--- config.mk ---
export PLATFORM = sky130hd
export DESIGN_NAME = gpmc_sync_regfile
export DESIGN_NICKNAME = d
export VERILOG_FILES = /design/src/rtl/gpmc_sync_regfile.sv
export SDC_FILE = /design/constraint.sdc
export NUM_CORES = 1
export LEC_CHECK = 0
export ABC_AREA = 1
export CORE_AREA = 2 2 238 240
export DETAILED_ROUTE_END_ITERATION = 12
export DIE_AREA = 0 0 240 242
export DONT_BUFFER_PORTS = 1
export SKIP_LAST_GASP = 1
export SYNTH_ARGS = -nofsm -noshare
export SYNTH_HDL_FRONTEND = slang
export SYNTH_SLANG_ARGS = --single-unit
--- constraint.sdc ---
create_clock -name clk -period 6 [get_ports clk]
set_clock_uncertainty 0.05 [all_clocks]
set_input_delay 1.8 -clock clk [delete_from_list [all_inputs] [get_ports clk]]
set_output_delay 1.8 -clock clk [all_outputs]
set_load 0.1 [all_outputs]
--- src/rtl/gpmc_sync_regfile.sv ---
// GPMC slave register file: oversamples the asynchronous GPMC strobes into the fabric clock,
// decodes address/write/read phases and exposes NUM_REGS RW/RO registers to fabric logic.
module gpmc_sync_regfile #(
    parameter int                      DATA_WIDTH  = 16,
    parameter int                      ADDR_WIDTH  = 4,
    parameter int                      NUM_REGS    = 16,
    parameter logic [2**ADDR_WIDTH-1:0] RO_MASK    = {(2**ADDR_WIDTH){1'b0}},
    parameter int                      SYNC_STAGES = 2
) (
    input  logic                           clk,
    input  logic                           rst_n,
    input  logic                           gpmc_csn,
    input  logic                           gpmc_advn,
    input  logic                           gpmc_wein,
    input  logic                           gpmc_oen,
    input  logic [DATA_WIDTH-1:0]          ad_in,
    output logic [DATA_WIDTH-1:0]          ad_out,
    output logic                           ad_oe,
    input  logic                           fab_we,
    input  logic [ADDR_WIDTH-1:0]          fab_addr,
    input  logic [DATA_WIDTH-1:0]          fab_wdata,
    input  logic [NUM_REGS*DATA_WIDTH-1:0] status_in,
    output logic [NUM_REGS*DATA_WIDTH-1:0] reg_q,
    output logic [NUM_REGS-1:0]            wr_pulse,
    output logic [NUM_REGS-1:0]            rd_pulse,
    output logic                           bad_addr
);

    typedef enum logic [1:0] {
        IDLE = 2'd0,
        ADDR = 2'd1,
        DATA = 2'd2
    } state_t;

    state_t                  state_r;
    logic [ADDR_WIDTH-1:0]   addr_r;
    logic [DATA_WIDTH-1:0]   regs_r [NUM_REGS];

    // Stage 0 is the pin sample, stage SYNC_STAGES-1 the oldest (fully synchronised) one.
    logic [SYNC_STAGES-1:0]  csn_sync_r;
    logic [SYNC_STAGES-1:0]  advn_sync_r;
    logic [SYNC_STAGES-1:0]  wein_sync_r;
    logic [SYNC_STAGES-1:0]  oen_sync_r;
    logic [DATA_WIDTH-1:0]   ad_sync_r [SYNC_STAGES];

    logic                    csn_s;
    logic                    advn_s;
    logic                    wein_s;
    logic                    oen_s;
    logic [DATA_WIDTH-1:0]   ad_s;
    logic                    adv_rise_s;
    logic                    we_rise_s;
    logic                    oe_fall_s;
    logic                    wr_go_s;
    logic                    rd_go_s;
    logic                    addr_hit_s;
    logic [DATA_WIDTH-1:0]   rd_data_s;
    logic [NUM_REGS-1:0]     wr_hot_s;
    logic [NUM_REGS-1:0]     rd_hot_s;

    function automatic logic is_mapped(input logic [ADDR_WIDTH-1:0] a);
        return ({{(32-ADDR_WIDTH){1'b0}}, a} < 32'(NUM_REGS));
    endfunction

    // Strobe and AD synchronisers; strobes preset inactive so reset release sees no edge.
    always_ff @(posedge clk) begin
        if (!rst_n) begin
            csn_sync_r  <= {SYNC_STAGES{1'b1}};
            advn_sync_r <= {SYNC_STAGES{1'b1}};
            wein_sync_r <= {SYNC_STAGES{1'b1}};
            oen_sync_r  <= {SYNC_STAGES{1'b1}};
            for (int k = 0; k < SYNC_STAGES; k++) begin
                ad_sync_r[k] <= {DATA_WIDTH{1'b0}};
            end
        end else begin
            csn_sync_r   <= {csn_sync_r[SYNC_STAGES-2:0], gpmc_csn};
            advn_sync_r  <= {advn_sync_r[SYNC_STAGES-2:0], gpmc_advn};
            wein_sync_r  <= {wein_sync_r[SYNC_STAGES-2:0], gpmc_wein};
            oen_sync_r   <= {oen_sync_r[SYNC_STAGES-2:0], gpmc_oen};
            ad_sync_r[0] <= ad_in;
            for (int k = 1; k < SYNC_STAGES; k++) begin
                ad_sync_r[k] <= ad_sync_r[k-1];
            end
        end
    end

    assign csn_s  = csn_sync_r[SYNC_STAGES-1];
    assign advn_s = advn_sync_r[SYNC_STAGES-1];
    assign wein_s = wein_sync_r[SYNC_STAGES-1];
    assign oen_s  = oen_sync_r[SYNC_STAGES-1];
    assign ad_s   = ad_sync_r[SYNC_STAGES-1];

    // ad_s stays aligned with the pre-edge strobe level, i.e. the last sample while the strobe was asserted.
    assign adv_rise_s = advn_sync_r[SYNC_STAGES-2] & ~advn_sync_r[SYNC_STAGES-1];
    assign we_rise_s  = wein_sync_r[SYNC_STAGES-2] & ~wein_sync_r[SYNC_STAGES-1];
    assign oe_fall_s  = ~oen_sync_r[SYNC_STAGES-2] & oen_sync_r[SYNC_STAGES-1];

    // A WEn rise in DATA commits even when CSn rises in the same cycle.
    assign wr_go_s    = (state_r == DATA) & we_rise_s;
    assign rd_go_s    = (state_r == DATA) & ~csn_s & oe_fall_s;
    assign addr_hit_s = is_mapped(addr_r);

    // Address decode: one-hot pulses and the read-data mux (unmapped reads give zero).
    always_comb begin
        rd_data_s = {DATA_WIDTH{1'b0}};
        wr_hot_s  = {NUM_REGS{1'b0}};
        rd_hot_s  = {NUM_REGS{1'b0}};
        for (int i = 0; i < NUM_REGS; i++) begin
            wr_hot_s[i] = wr_go_s & ~RO_MASK[i] & (addr_r == ADDR_WIDTH'(i));
            rd_hot_s[i] = rd_go_s & (addr_r == ADDR_WIDTH'(i));
            rd_data_s   = rd_data_s | ({DATA_WIDTH{addr_r == ADDR_WIDTH'(i)}} &
                          (RO_MASK[i] ? status_in[i*DATA_WIDTH +: DATA_WIDTH] : regs_r[i]));
        end
    end

    // Register storage; a GPMC commit outranks a fabric write to the same register.
    always_ff @(posedge clk) begin
        if (!rst_n) begin
            for (int i = 0; i < NUM_REGS; i++) begin
                regs_r[i] <= {DATA_WIDTH{1'b0}};
            end
        end else begin
            for (int i = 0; i < NUM_REGS; i++) begin
                if (RO_MASK[i]) begin
                    regs_r[i] <= {DATA_WIDTH{1'b0}};
                end else if (wr_hot_s[i]) begin
                    regs_r[i] <= ad_s;
                end else if (fab_we && (fab_addr == ADDR_WIDTH'(i))) begin
                    regs_r[i] <= fab_wdata;
                end
            end
        end
    end

    // Bus-phase FSM with registered read data, output enable, pulses and sticky error.
    always_ff @(posedge clk) begin
        if (!rst_n) begin
            state_r  <= IDLE;
            addr_r   <= {ADDR_WIDTH{1'b0}};
            ad_out   <= {DATA_WIDTH{1'b0}};
            ad_oe    <= 1'b0;
            wr_pulse <= {NUM_REGS{1'b0}};
            rd_pulse <= {NUM_REGS{1'b0}};
            bad_addr <= 1'b0;
        end else begin
            wr_pulse <= wr_hot_s;
            rd_pulse <= rd_hot_s;
            ad_oe    <= (state_r == DATA) & ~csn_s & ~oen_s & wein_s & advn_s;
            if (rd_go_s) begin
                ad_out <= rd_data_s;
            end
            if ((wr_go_s | rd_go_s) & ~addr_hit_s) begin
                bad_addr <= 1'b1;
            end else if (wr_go_s & (addr_r == {ADDR_WIDTH{1'b0}})) begin
                bad_addr <= 1'b0;
            end
            case (state_r)
                IDLE: begin
                    if (!csn_s && !advn_s) begin
                        state_r <= ADDR;
                    end
                end
                ADDR: begin
                    if (csn_s) begin
                        state_r <= IDLE;
                    end else if (adv_rise_s) begin
                        addr_r  <= ad_s[ADDR_WIDTH-1:0];
                        state_r <= DATA;
                    end
                end
                DATA: begin
                    if (csn_s) begin
                        state_r <= IDLE;
                    end
                end
                default: state_r <= IDLE;
            endcase
        end
    end

    genvar g;
    generate
        for (g = 0; g < NUM_REGS; g++) begin : g_regq
            assign reg_q[g*DATA_WIDTH +: DATA_WIDTH] = regs_r[g];
        end
    endgenerate

endmodule

==> impl_results.md <==
* FF+latch area at 9590 µm²
* Final cycle utilization of the critical path at about two thirds
* Crit Path Class: input port to register
* Crit start category: input port
* Setup WS post-layout at 1.91 ns
* Largest net degree at the start of global routing at approximately 210
* Worst Hold Class: register to register
* H-Tree Depth at 2
* Final count of pins violating max slew at 0
* Static Leak at 6.66 nW
* Worst endpoint required time at 6.28 ns
* WL final at ~75 mm
* Wirelength per Cell at 30.4 µm
* Net Count, Synth at approximately 2100
* Placement Rows at between 80 and 90
* Critical Path, Cell by Cell: nand2_1, inv_1, nand3_1, nor2_1, nand2_1, nand3_1, buf_4
* PostCTS Resize Cnt at 0
* Total core area at 55700 µm²
* Nets at between 1500 and 2000
* Buf/Inv on CP at 2
* Initial DRC Count at 1816
* Setup repair bufs after CTS at 0
* # hold bufs at CTS at 0
* Syn Inst Count at 1775
* Total vias in the final route at 13831
* Yosys warnings at 0
* Setup violations, final at 0
* First-pass GRT wire length at 102 mm
* Clock Latency Late Sink at 0.61 ns
* Clk buf depth at 3
* Via-to-Cell Ratio at 5.60
* Relative slew slack at about a fifth
* Die W at 240 µm
* Initial antenna violation count at 6
* Root Driver: clkbuf_16
* Area Growth Syn to Fin at 10.6%
* Max VDD drop at 0.195 mV
* Placer Congestion at 0.921
* Crit. End Element: register
* Yosys reg bits at approximately 350
* Ports at 605
* Drt drc at 0
* Final ANT Viol Nets at 0
* Status: finished, final reports clean
* CTS Sinks at between 300 and 400
* Seq/Total Area, Yosys at approximately three fifths
* Cell Area, Synth at 16300 µm²
* FILL cells at between 5000 and 6000
* DR pass1 iterations at 6
* Avg Inst Size Synth at around 9.2 µm²
* Number of diodes at 0
* Vias in the first global route at 12885
* Die height at 242 µm
* Clock transition at path regs at 0.06 ns
* Final hold vios at 0
* Area taken by multi-input logic gates at 5700 µm²
* GRT overflow at 0
* CP arrival at roughly 4.4 ns
* Setup TNS at 0 ns
* Die area at 58100 µm²
* Top delay family on crit path: simple AND/OR/NAND/NOR gates
* Tmin final at 4.09 ns
* CTS Buf Count at a little over 40
* Power Dens Cells at 356 nW/µm²
* Hpwl dp at 54.8 mm
* Achievable frequency at 0.245 GHz
* Distinct cells, synth at 31
* CP max-delay cell: nand2_1
* Initial Util at 29.3%
* Ratio of cells with drive above 1 in the final layout at 8.45%
* Slew @ Worst Pin at 1.21 ns
* Port bufs at 0
* Max-cap violation count at 0
* Post-Place Worst Slack at roughly 1.4 ns
* GR Util All Layers at 25.1%
* RSZ-0062 raised after global routing: false
* CTS tree: done
* CP Max Fanout at 207
* Delay of the slowest cell on the worst path at 0.85 ns
==> registers in the layout, indices dropped and copies added, names as in the netlist <==
name,cells
regs_r,256
ad_sync_r,32
ad_out,16
rd_pulse,16
wr_pulse,16
addr_r,4
advn_sync_r,2
csn_sync_r,2
oen_sync_r,2
state_r,2
wein_sync_r,2
ad_oe,1
==> cell type report <==
class | instances | share of cell area (%)
well taps | 756 | 5.23
repair buffers | 12 | 0.498
clock buffers | 54 | 6.42
inverters | 95 | 1.98
flip-flops and latches | 351 | 53.0
multi-input cells | 1181 | 31.5
clock inverters | 22 | 1.33
==> tightest hold or removal path: stages (launching register included) <==
cell     delay [ns]
dfxtp_1        0.30
nand2_1        0.05
inv_1          0.04
==> report_power, final <==
part           leakage (nW)  internal [mW]  switching [mW]
registers              3.28           2.73           0.904
clock network         0.697           1.51            1.12
logic                  2.67         0.0318           0.147
==> cell usage in the layout, fill, tap and decap left out, drive strengths merged <==
master and count:
o22ai 56, or2 6, nand2 311, inv 88, clkbuf 54, clkinv 26, nor3 9, a21oi 84
edfxtp 256, nor2 147, nor4 14, dfxtp 95, nand3 330, conb 1, bufinv 3, o21a 1
buf 12, nand4 2, o21ai 220
==> layer usage <==
metal	part of all wire, %	track usage [%]	vias to the layer above
met3	17	15.0	169
met5	0.044	0	-
li1	-	-	6030
met2	46	40.0	964
met1	33	26.8	6664
met4	4.6	10.4	4
==> cells by family after synthesis <==
group | after synthesis | share of synthesized area, %
and+or+nand+nor | 819 | 23.2
AOI/OAI and AO/OA | 361 | 11.5
DFF | 351 | 58.7
buffers and inverters | 243 | 6.64
other | 1 | 0.0229
==> worst paths after layout <==
check | cells after the start | start | slack (ns) | end
max | 7 | rst_n | 1.91 | regs_r[0][82]
min | 2 | ad_sync_r[0][13] | 0.36 | ad_sync_r[0][29]
max reg2reg | 5 | addr_r[2] | 2.21 | regs_r[1][69]
min reg2reg | 2 | ad_sync_r[0][13] | 0.36 | ad_sync_r[0][29]
==> synthesized netlist by cell type (all sizes together) <==
library cell,number,area [µm²]
a21oi,84,420
buf,79,464
clkbuf,69,264
clkinv,11,42.5
conb,1,3.75
dfxtp,95,1900
edfxtp,256,7690
inv,84,315
nand2,311,1240
nand3,330,1670
nand4,2,33.8
nor2,147,672
nor3,9,56.3
nor4,14,87.6
o21a,1,7.51
o21ai,220,1100
o22ai,56,350
or2,6,37.5
==> per-stage QoR <==
step	std cells	area, µm²	hold WS (ns)	power [mW]	util, %
3_5_place_dp	2395	16700	0.354	3.85	29.9
4_1_cts	2471	18100	0.368	6.44	32.4
2_1_floorplan	1775	16300	0.340	3.69	-
3_3_place_gp	2395	16700	0.353	3.85	29.9
5_1_grt	2471	18100	0.383	6.56	32.4
6_report	2471	18100	0.362	6.44	32.4
Power figures use the tool's default switching activity.
